--- src/rtl/dmem_port_sched.sv ---
// dmem_port_sched
//
// Purpose: shares two data-memory ports (A and B) among NCORES requesting
// cores. Each cycle, every FREE port (a port whose access finishes this
// cycle counts as FREE) is granted to the first eligible core in
// round-robin order, starting at rr_ptr. Grants and per-core acceptance
// pulses are registered, so they appear one clock after the decision.
//
// Parameters:
//   NCORES - number of requesting cores (>=2, power of two)
//   CW     - core-index width
//
// Ports:
//   clk_i             - clock, rising edge
//   rst_ni            - asynchronous active-low reset
//   req_valid_i       - per-core pending request
//   req_we_i          - per-core request is a store
//   req_addr_packed_i - core i address in bits [32i+31:32i]
//   req_ready_o       - one-cycle acceptance pulse per core
//   gnt_valid_a_o     - port A holds a granted request
//   gnt_core_a_o      - core owning port A
//   gnt_valid_b_o     - port B holds a granted request
//   gnt_core_b_o      - core owning port B
//   done_a_i          - port A finished its current access
//   done_b_i          - port B finished its current access
//
// Optional feature, macro DMEM_SCHED_CONFLICT_EN:
//   When defined, a candidate is refused on one port if its word address
//   matches the other port's request (new or still BUSY) and either of the
//   two is a store. Without it, no address state is built.

module dmem_port_sched #(
    parameter int NCORES = 4,
    parameter int CW     = $clog2(NCORES)
) (
    input  logic                 clk_i,
    input  logic                 rst_ni,
    input  logic [NCORES-1:0]    req_valid_i,
    input  logic [NCORES-1:0]    req_we_i,
    input  logic [32*NCORES-1:0] req_addr_packed_i,
    output logic [NCORES-1:0]    req_ready_o,
    output logic                 gnt_valid_a_o,
    output logic [CW-1:0]        gnt_core_a_o,
    output logic                 gnt_valid_b_o,
    output logic [CW-1:0]        gnt_core_b_o,
    input  logic                 done_a_i,
    input  logic                 done_b_i
);

    typedef enum logic {
        FREE = 1'b0,
        BUSY = 1'b1
    } port_state_e;

    port_state_e state_a, state_b;
    logic [CW-1:0] rr_ptr;

    // A port "holds" when it is BUSY and its access does not finish this cycle.
    logic a_hold, b_hold;
    logic [NCORES-1:0] eligible;
    logic [NCORES-1:0] block_a, block_b;
    logic grant_a, grant_b;
    logic [CW-1:0] a_idx, b_idx, cand, rr_next;
    logic [NCORES-1:0] ready_d;

    // With the conflict check disabled, store flags and addresses are not read.
    logic unused_inputs;
    assign unused_inputs = ^{req_we_i, req_addr_packed_i};

`ifdef DMEM_SCHED_CONFLICT_EN
    logic [29:0] addr_a_q, addr_b_q;
    logic        we_a_q, we_b_q;

    function automatic logic clash(input logic [29:0] wa, input logic sa,
                                   input logic [29:0] wb, input logic sb);
        return (wa == wb) && (sa || sb);
    endfunction
`endif

    always_comb begin
        a_hold = (state_a == BUSY) && !done_a_i;
        b_hold = (state_b == BUSY) && !done_b_i;

        // The owner of a port that is finishing this cycle may be re-granted.
        for (int i = 0; i < NCORES; i++) begin
            eligible[i] = req_valid_i[i]
                        && !(a_hold && (gnt_core_a_o == CW'(i)))
                        && !(b_hold && (gnt_core_b_o == CW'(i)));
        end

        block_a = '0;
`ifdef DMEM_SCHED_CONFLICT_EN
        for (int i = 0; i < NCORES; i++) begin
            block_a[i] = b_hold && clash(req_addr_packed_i[32*i+2 +: 30], req_we_i[i],
                                         addr_b_q, we_b_q);
        end
`endif

        grant_a = 1'b0;
        a_idx   = '0;
        cand    = '0;
        for (int k = 0; k < NCORES; k++) begin
            // CW-bit addition wraps modulo NCORES because NCORES is a power of two.
            cand = rr_ptr + CW'(k);
            if (!a_hold && !grant_a && eligible[cand] && !block_a[cand]) begin
                grant_a = 1'b1;
                a_idx   = cand;
            end
        end

        block_b = '0;
`ifdef DMEM_SCHED_CONFLICT_EN
        for (int i = 0; i < NCORES; i++) begin
            block_b[i] = (a_hold && clash(req_addr_packed_i[32*i+2 +: 30], req_we_i[i],
                                          addr_a_q, we_a_q))
                      || (grant_a && clash(req_addr_packed_i[32*i+2 +: 30], req_we_i[i],
                                           req_addr_packed_i[int'(a_idx)*32+2 +: 30],
                                           req_we_i[a_idx]));
        end
`endif

        grant_b = 1'b0;
        b_idx   = '0;
        for (int k = 0; k < NCORES; k++) begin
            cand = rr_ptr + CW'(k);
            if (!b_hold && !grant_b && eligible[cand] && !block_b[cand]
                && !(grant_a && (cand == a_idx))) begin
                grant_b = 1'b1;
                b_idx   = cand;
            end
        end

        ready_d = '0;
        if (grant_a) ready_d[a_idx] = 1'b1;
        if (grant_b) ready_d[b_idx] = 1'b1;

        // B is searched after A, so B's grant is the later one when both fire.
        if (grant_b)      rr_next = b_idx + CW'(1);
        else if (grant_a) rr_next = a_idx + CW'(1);
        else              rr_next = rr_ptr;
    end

    always_ff @(posedge clk_i or negedge rst_ni) begin
        if (!rst_ni) begin
            state_a       <= FREE;
            state_b       <= FREE;
            rr_ptr        <= '0;
            req_ready_o   <= '0;
            gnt_valid_a_o <= 1'b0;
            gnt_core_a_o  <= '0;
            gnt_valid_b_o <= 1'b0;
            gnt_core_b_o  <= '0;
        end else begin
            req_ready_o <= ready_d;
            rr_ptr      <= rr_next;

            if (grant_a) begin
                state_a       <= BUSY;
                gnt_valid_a_o <= 1'b1;
                gnt_core_a_o  <= a_idx;
            end else if (!a_hold) begin
                state_a       <= FREE;
                gnt_valid_a_o <= 1'b0;
                gnt_core_a_o  <= '0;
            end

            if (grant_b) begin
                state_b       <= BUSY;
                gnt_valid_b_o <= 1'b1;
                gnt_core_b_o  <= b_idx;
            end else if (!b_hold) begin
                state_b       <= FREE;
                gnt_valid_b_o <= 1'b0;
                gnt_core_b_o  <= '0;
            end
        end
    end

`ifdef DMEM_SCHED_CONFLICT_EN
    // Word address and store flag of each port's current access.
    always_ff @(posedge clk_i or negedge rst_ni) begin
        if (!rst_ni) begin
            addr_a_q <= '0;
            we_a_q   <= 1'b0;
            addr_b_q <= '0;
            we_b_q   <= 1'b0;
        end else begin
            if (grant_a) begin
                addr_a_q <= req_addr_packed_i[int'(a_idx)*32+2 +: 30];
                we_a_q   <= req_we_i[a_idx];
            end
            if (grant_b) begin
                addr_b_q <= req_addr_packed_i[int'(b_idx)*32+2 +: 30];
                we_b_q   <= req_we_i[b_idx];
            end
        end
    end
`endif

endmodule

--- config.mk ---
export PLATFORM = sky130hd
export DESIGN_NAME = dmem_port_sched
export DESIGN_NICKNAME = d
export VERILOG_FILES = /design/src/rtl/dmem_port_sched.sv
export SDC_FILE = /design/constraint.sdc
export NUM_CORES = 1
export LEC_CHECK = 0
export BUFFER_PORTS_ARGS = -buffer_cell sky130_fd_sc_hd__clkbuf_2
export CAP_MARGIN = 25
export CORE_MARGIN = 4
export CORE_UTILIZATION = 34
export CTS_BUF_LIST = sky130_fd_sc_hd__clkbuf_8
export DETAILED_ROUTE_END_ITERATION = 10
export GPL_ROUTABILITY_DRIVEN = 0
export PLACE_DENSITY = 0.92
export SKIP_LAST_GASP = 1
export SLEW_MARGIN = 20
export SYNTH_ARGS = -nofsm -noshare
export SYNTH_HDL_FRONTEND = slang
export SYNTH_SLANG_ARGS = --single-unit
--- constraint.sdc ---
create_clock -name clk_i -period 8.3 [get_ports clk_i]
set_input_delay 0.415 -clock clk_i [delete_from_list [all_inputs] [get_ports clk_i]]
set_output_delay 0.415 -clock clk_i [all_outputs]
set_load 0.01 [all_outputs]
# Word-level counts from Yosys, hierarchy flattened
# Index checks and enable logic that the tools add are counted.
# classes
n_mux	48
addsub	5
reduce_logical	79
bitwise	1
magnitude_cmp	8
n_eq_ne	12
# op_table
operator	n
logical AND 1 bit	50
2-to-1 mux 2 bit	14
logical NOT 1 bit	26
2-to-1 mux 1 bit	22
< comparator 2 x 3 -> 1 bit, second input constant	6
binary-select mux 1 bit (select 2 bit)	8
equality test 2 bit	4
equality test 2 bit, second input constant	4
2-to-1 mux 4 bit	2
adder 2 x 1 -> 2 bit, second input constant	3
adder 2 bit, second input constant	2
demux 1 bit (select 2 bit)	2
equality test 2 x 1 -> 1 bit, second input constant	2
>= comparator 2 x 1 -> 1 bit, second input constant	2
logical NOT 2 bit	2
!= test 2 x 1 -> 1 bit, second input constant	2
bitwise OR 4 bit	1
nonzero test 2 bit	1
# word_totals
regBits	12
word_cells	159
inputBits	140

# Longest topological paths before layout
# Gate-level depths: netlist of run 1.
# depth
word_depth	55
ltp_mapped	10
mapped_depth_nobuf	9

# Least setup slack after synthesis of run 1
# OpenSTA, ideal clock, no wires.
# synth_timing
kind	register -> register
start	register state_b
end	register rr_ptr[1]
setup_slack_ns	5.276
required_time_ns	8.180
setup_ns	0.120
t_arrival_ns	2.903
path_buffers	1
path_stages_with_launch	11
cell_sequence	dfrtp_1 -> and4b_1 -> or3b_1 -> buf_2 -> mux4_2 -> a2111o_1 -> o21ai_1 -> nor2_1 -> a211oi_4 -> nand2_2 -> o211a_1
# synth_between
elab_chain_len	49
word_cells_on_any_way	87
cone_classes	add/sub: 2; eq/ne: 4; mux: 26; reduce/logical: 55
# synth_rtl
element	line	rtl
from (decl)	55	port_state_e state_a, state_b;
from (signal assigned)	146	state_b <= FREE;
from (signal assigned)	168	state_b <= BUSY;
from (signal assigned)	172	state_b <= FREE;
logical AND 1 bit *	82	b_hold = (state_b == BUSY) && !done_b_i;
logical AND 1 bit	88	&& !(b_hold && (gnt_core_b_o == CW'(i)));
logical NOT 1 bit	88	
logical AND 1 bit	88	
binary-select mux 1 bit (select 2 bit)	105, 126	
2-to-1 mux 1 bit (implied by the code)	105, 126	
logical AND 1 bit (2 in a row)	105	if (!a_hold && !grant_a && eligible[cand] && !block_a[cand]) begin
2-to-1 mux 1 bit	105	
[... 30 more ...]	-	
logical AND 1 bit	127	&& !(grant_a && (cand == a_idx))) begin
2-to-1 mux 1 bit	126	if (!b_hold && !grant_b && eligible[cand] && !block_b[cand]
logical NOT 1 bit	126	
logical AND 1 bit (3 in a row)	126	
logical AND 1 bit	127	
2-to-1 mux 2 bit	126	
adder 2 x 1 -> 2 bit	138	if (grant_b) rr_next = b_idx + CW'(1);
2-to-1 mux 2 bit	138	
to (signal assigned)	155	rr_ptr <= rr_next;
to (decl)	56	logic [CW-1:0] rr_ptr;
# Every way passes the cells marked *; elsewhere a longest branch is shown, timed or not. The select of a mux whose other input is x is not followed.
# A chain may end at the register's enable or synchronous reset.

# Worst setup path in the final report of run 1
# layout_timing
start	register rr_ptr[0]
end	register rr_ptr[1]
# layout_between
elab_chain_len	45
word_cells_on_any_way	88
cone_classes	add/sub: 5; eq/ne: 4; mux: 34; reduce/logical: 45
# layout_rtl
element	line
binary-select mux 1 bit (select 2 bit)	105, 126
2-to-1 mux 1 bit (implied by the code)	105, 126
logical AND 1 bit or logical NOT 1 bit (tied branches)	105, 126
logical AND 1 bit	105
2-to-1 mux 1 bit	105
logical NOT 1 bit	105
logical AND 1 bit (3 in a row)	105
2-to-1 mux 1 bit	105
[... 25 more ...]	-
logical AND 1 bit	127
2-to-1 mux 1 bit	126
logical NOT 1 bit	126
logical AND 1 bit (3 in a row)	126
logical AND 1 bit	127
2-to-1 mux 2 bit	126
adder 2 x 1 -> 2 bit	138
2-to-1 mux 2 bit	138
# Several ways; a longest one is shown, not always the timed one. The select of a mux whose other input is x is not followed.

==> results of run 1 <==
## routing by layer
metal  up-vias  GRT usage  share of wire
met2        55      0.238           0.49
met4         0     0.0554          0.037
met5         -          0              0
met3        10     0.0121          0.073
met1       501      0.167           0.40
li1        517          -              -
## metrics by stage
step           std cells  power (mW)
6_report             185       0.595
5_1_grt              185       0.644
4_1_cts              185       0.591
3_5_place_dp         181       0.524
3_3_place_gp         181       0.508
2_1_floorplan        126       0.439
## cell usage in the layout, fill, tap and decap left out, types with 2 or more instances in the layout
cell / n
o21ai_0: 8
and2b_1: 2
o31ai_1: 2
a211oi_4: 2
clkbuf_2: 17
nand3_1: 6
nand2_1: 16
and2_1: 2
nand2b_1: 2
nand2_2: 2
dfrtp_1: 12
or3b_1: 3
nor3_1: 4
and4b_1: 2
nor2_1: 4
o211ai_1: 2
nor3b_1: 3
nor4_1: 2
inv_1: 5
o22ai_1: 2
nor4bb_1: 2
nor4b_1: 5
nand4_1: 2
and4bb_2: 2
mux4_2: 2
a21oi_1: 4
o21ai_1: 2
clkbuf_8: 4
## worst max-delay path by stage
stage	from	to	cells past startpoint
2_1_floorplan	state_b	rr_ptr[1]	10
3_3_place_gp	done_b_i	rr_ptr[1]	10
3_5_place_dp	done_b_i	rr_ptr[1]	10
4_1_cts	state_b	rr_ptr[1]	9
5_1_grt	rr_ptr[0]	rr_ptr[1]	8
6_report	rr_ptr[0]	rr_ptr[1]	8
## power groups by stage
| stage | combinational, mW | clock, mW | sequential (mW) |
|---|---|---|---|
| 6_report | 0.390 | 0.0619 | 0.143 |
| 5_1_grt | 0.427 | 0.0659 | 0.152 |
| 4_1_cts | 0.386 | 0.0625 | 0.143 |
| 3_5_place_dp | 0.381 | 0 | 0.143 |
| 3_3_place_gp | 0.367 | 0 | 0.141 |
| 2_1_floorplan | 0.316 | 0 | 0.122 |
## cell usage after synthesis (all sizes together)
cell,n
and4bb,2
and2,3
a22o,1
xnor2,1
inv,5
clkbuf,3
or2,1
nand4,2
nand2b,2
o21ai,10
dfrtp,12
nand2,18
nor2,4
a31oi,1
or3b,4
nor4bb,2
o31ai,2
a2111o,1
a221oi,1
mux2,1
a21oi,4
and2b,2
o211ai,2
nor3b,4
buf,3
nand3,6
a21o,1
nor4,2
or3,1
nor4b,5
nor3,4
o32ai,1
a41oi,1
xor2,1
a2111oi,1
a32o,1
mux4,2
and4b,2
o22ai,2
a211oi,3
o211a,1
and4,1
## sequential cells by signal (all words and copies together), names as in the netlist
register       flops
gnt_core_b_o       2
req_ready_o        4
gnt_core_a_o       2
state_b            1
gnt_valid_a_o      1
rr_ptr             2
## kinds of logic after synthesis
family / count (synthesis) / share of synthesized area
simple gates: 65 / 0.380
mux: 3 / 0.0520
flops: 12 / 0.277
buf+inv: 11 / 0.0439
compound gates: 33 / 0.230
xor+xnor: 2 / 0.0162
## cell type report
class	instances	area (um2)
clock buffers	4	55.1
fillers	316	1800
inverters	5	18.8
multi-input cells	103	734
flip-flops and latches	12	300
well taps	44	55.1
repair buffers	17	85.1
==> out/results.tsv, run 1 <==
stage	metric	value	unit
cells_and_area	Area growth syn-to-layout	15.4	%
global_routing	Tot GR Track Use	0.135	
clock_tree	clk root buf	clkbuf_8	
route	Vias	1083	
clock_tree	CTS Hold Bufs	0	
die	io pins	150	
sta	endpoints failing setup	0	
logic_synthesis	Yosys top cell area share	0.277	
setup_path	WP data arrival	3.43	ns
setup_path	CP top delay family	simple AND/OR/NAND/NOR gates	
global_routing	vias in the first global route	982	
sta	worst hold slack	0.0575	ns
power	Logic pwr share	0.656	
sta	Worst Max-Slew Pin Slew	0.897	ns
setup_path	max incr delay on CP	0.80	ns
logic_synthesis	Synth Area per Inst	8.59	um2
logic_synthesis	Area contributors post-synth	dfrtp_1 (28%), nand2_1 (5.5%), mux4_2 (4.2%)	
global_routing	antenna violations before repair	0	
sta	Fin. Hold Viols	0	
die	Die Wd	64.4	um
setup_path	Worst setup SP type	register	
clock_tree	post-cts resize count	0	
setup_path	WP data required	8.42	ns
sta	final period utilization	0.398	
global_routing	largest net degree at the start of global routing	27	
clock_tree	H-tree depth	1	
cells_and_area	ANT cells	0	
logic_synthesis	share of the yosys chip area belonging to registers	0.277	
die	die height	64.4	um
logic_synthesis	post-synthesis cell type count	50	
route	vias per std cell	5.85	
clock_tree	TritonCTS Buffers	3	
setup_path	Worst path slowest cell	nor4b_1	
sta	max_slew headroom	0.402	
die	Starting Density	0.355	
sta	Worst Clk Skew	0.00158	ns
logic_synthesis	cell taking the most area after synthesis	dfrtp_1	
clock_tree	Clock transition at path regs	0.05	ns
setup_path	launch point of the worst reg-to-reg path	rr_ptr[0]	
hold_path	HP Class	input pin to async pin	
logic_synthesis	synthesized area	1080	um2
die	core box area	3050	um2
setup_path	R2R setup slack	5.00	ns
setup_path	Setup CP Type	register to register	
sta	Final Max Tran Viols	0	
logic_synthesis	Post-Syn Instances	126	
place	DP Worst Slack	4.97	ns
power	Pint	300	uW
die	die area	4150	um2
setup_path	crit-path cells	nor4b_1 > a21oi_1 > a41oi_1 > nand3_1 > nor4_1 > a211oi_4 > or2_2 > o211a_1	
power	VDD IR max	0.130	mV
power	Leakage	0.538	nW
setup_path	Worst Reg-to-Reg Cells	8	
route	drt first pass iters	4	
sta	RSZ-0062 raised after global routing	false	
clock_tree	CTS tree	built	
route	initial drt markers	90	
power	sequential power share	0.240	
sta	Post-Route Setup TNS	0	ns
clock_tree	Max Buffers Root-to-Sink	2	
job	total of max-cap violations	0	
run_status	outcome	finished clean	
cells_and_area	Finished Cell Area	1250	um2
die	Rows	20	
sta	minimum clock period	3.30	ns
logic_synthesis	Synth warnings	0	
setup_path	R2R Path End	rr_ptr[1]	
place	number of port buffers	17	
global_routing	first-pass GRT wire length	4520	um
route	mean routed wirelength per cell	14.7	um
setup_path	CP bufs+invs	0	
clock_tree	postcts setup bufs	0	
power	clock power share	0.104	
power	P_sw	295	uW
power	PD cells	477	nW/um2
clock_tree	clock tree sinks	12	
clock_tree	clk_lat worst skew	0.23	ns
route	DRC viols	0	
sta	Max Fclk	0.303	GHz
setup_path	Crit. End Element	register	
cells_and_area	share of cells above drive strength 1	0.248	
logic_synthesis	Seq cells post-synth	12	
sta	final worst slack	5.00	ns
logic_synthesis	Syn Nets	266	
route	Final ANT Viol Nets	0	
place	dpl cell area	1190	um2
route	DRT Wirelength	2730	um
global_routing	GR Overflow Total	0	
cells_and_area	final net count	282	
cells_and_area	Final Util	0.409	
power	Net Sw Frac	0.495	
setup_path	critical path peak fanout	26	
place	dpl hpwl	2030	um
Power figures use the tool's default switching activity.
==> run 2: changes to the inputs <==
- CORE_UTILIZATION: 34 -> 28
- PLACE_DENSITY: 0.92 -> 0.82
- clock period: 8.3 -> 2.8 ns (I/O delays scaled with it)
==> run 2 against run 1 <==
The run now ends with setup timing left. Total power rose to 4.0 times the previous value. Fmax up 7.4%. Global-route usage up 1.1 points. Count of clock-buffer cells in the layout unchanged. Die area up 19%. Clock power rose to 3.0 times the previous value. Final area up 29%. Cell count up 21%. Sequential power rose to 2.8 times the previous value. First-iteration DRC count up 120%. Core utilization up 2.9 points. Largest power group unchanged.
==> out/results.tsv, run 2 (synthesis results as in run 1) <==
stage	metric	value	unit	change
run_status	outcome	finished with violations		
run_status	failing checks	setup timing		
cells_and_area	final net count	317		+12%
die	io pins	150		unchanged
job	total of max-cap violations	0		unchanged
cells_and_area	final-layout fill cell count	343		+8.5%
global_routing	Tot GR Track Use	0.146		+0.0110
route	mean routed wirelength per cell	16.8	um	+14%
clock_tree	CTS tree	built		
die	Starting Density	0.293		-0.0611
sta	Worst Clk Skew	0.00206	ns	+0.000485 ns
clock_tree	H-tree depth	1		unchanged
cells_and_area	ANT cells	0		unchanged
route	DRT Wirelength	3760	um	+38%
global_routing	antenna violations before repair	0		unchanged
route	Vias	1274		+18%
setup_path	Crit. End Element	register		
clock_tree	Max Buffers Root-to-Sink	2		unchanged
place	dpl cell area	1390	um2	+16%
sta	RSZ-0062 raised after global routing	true		
place	number of port buffers	17		unchanged
power	Leakage	0.733	nW	+36%
setup_path	Worst setup SP type	register		
setup_path	Worst path slowest cell	mux4_2		
sta	Max Fclk	0.325	GHz	+7.4%
setup_path	WP data arrival	3.24	ns	-0.19 ns
sta	Final Max Tran Viols	0		unchanged
sta	max_slew headroom	0.532		+0.130
setup_path	WP data required	2.96	ns	-5.46 ns
cells_and_area	most common cell after layout, fill and taps aside	buf_4		
global_routing	first-pass GRT wire length	5890	um	+30%
hold_path	HP Class	input pin to async pin		
die	core box area	3690	um2	+21%
setup_path	max incr delay on CP	0.52	ns	-0.28 ns
cells_and_area	Finished Cell Area	1620	um2	+29%
sta	Post-Route Setup TNS	-1.65	ns	-1.65 ns
power	PD cells	1470	nW/um2	+210%
sta	final worst slack	-0.276	ns	-5.27 ns
die	die height	70.2	um	+8.9%
sta	final period utilization	1.10		+0.700
clock_tree	clk_lat worst skew	0.24	ns	about the same
die	Rows	22		+10%
place	dpl hpwl	2550	um	+25%
die	die area	4920	um2	+19%
power	VDD IR max	0.437	mV	+240%
cells_and_area	Multi-input gate area	827	um2	+13%
clock_tree	TritonCTS Buffers	3		unchanged
route	initial drt markers	202		+120%
setup_path	critical path peak fanout	5		-81%
cells_and_area	register area	304	um2	+1.3%
cells_and_area	max FFs per register	4		unchanged
cells_and_area	Final Util	0.438		+0.0289
cells_and_area	share of cells above drive strength 1	0.500		+0.252
clock_tree	clk root buf	clkbuf_8		
global_routing	largest net degree at the start of global routing	14		-48%
sta	endpoints failing setup	8		+8
clock_tree	Clock transition at path regs	0.05	ns	about the same
global_routing	vias in the first global route	1212		+23%
route	Final ANT Viol Nets	0		unchanged
cells_and_area	Area growth syn-to-layout	49.2	%	
setup_path	crit-path cells	and4b_1 > or3b_4 > mux4_2 > a2111o_1 > buf_4 > nand3_1 > nand2_2 > a211oi_4 > nand2_2 > buf_4 > o21ai_2		
global_routing	GR Overflow Total	0		unchanged
die	Die Wd	70.2	um	+8.9%
route	DRC viols	0		unchanged
route	drt first pass iters	4		unchanged
sta	Worst Max-Slew Pin Slew	0.697	ns	-0.200 ns
route	vias per std cell	5.69		-2.8%
sta	Fin. Hold Viols	0		unchanged
power	Final Total Pwr	2.38	mW	+300%
sta	minimum clock period	3.08	ns	-0.229 ns
cells_and_area	most frequent cells in the layout	buf_4 (34), clkbuf_2 (17), nand2_1 (15)		
clock_tree	clock tree sinks	12		unchanged
setup_path	Setup CP Type	register to register		
cells_and_area	Reg with most FFs	req_ready_o		
## run 2: area by class of cell
cell class              count  area share
well taps                  48      0.0372
flip-flops and latches     12       0.188
clock buffers               4      0.0341
multi-input cells         103       0.512
repair buffers             52       0.217
inverters                   5      0.0116
## run 2: stage by stage
stage	hold WS (ns)	std cells	worst slack (ns)
final	0.319	224	-0.276
after detailed placement	0.0380	210	-0.276
after floorplan	-0.156	126	-0.169
after global placement	0.0348	210	-0.204
after global routing	0.356	224	-0.361
after CTS	0.324	222	-0.271
## run 2: metal layers
layer,GRT usage,wire (um),vias to the layer above
met5,0,0,-
met4,0.0383,106,0
met3,0.0288,273,10
met2,0.249,1840,73
met1,0.187,1540,600
li1,-,-,591
## run 2: timing repair
item / CTS / global route
pin swaps: 10 / 8
endpoints found under the setup margin: 8 / 9
buffers inserted: 7 / 2
endpoints found under the hold margin: 12 / 0
gates resized for setup: 6 / 18
hold buffers: 1 / 0
## run 2: worst paths after layout
path	start	to	slack (ns)	cells after the start
worst min-delay path	rst_ni	req_ready_o[1]	0.32	2
worst min register to register	gnt_core_a_o[0]	gnt_core_a_o[0]	0.58	2
worst max register to register	gnt_core_b_o[1]	req_ready_o[0]	-0.28	11
min in group clk_i	done_b_i	state_b	0.33	3
max in group asynchronous	rst_ni	gnt_core_b_o[1]	2.23	2
worst max-delay path	gnt_core_b_o[1]	req_ready_o[0]	-0.28	11
## run 2: where the power goes
part | switching (mW) | internal (mW) | total (mW)
combinational | 0.919 | 0.879 | 1.80
sequential | 0.125 | 0.274 | 0.398
clock | 0.0611 | 0.124 | 0.185
## run 2: critical path: cells and delay by family (launching register included)
family,cells,cell delay [ns]
AND/OR/NAND/NOR,5,0.89
AO/OA/AOI/OAI,3,0.83
flip-flops,1,0.43
multiplexers,1,0.52
buffers and inverters,2,0.31
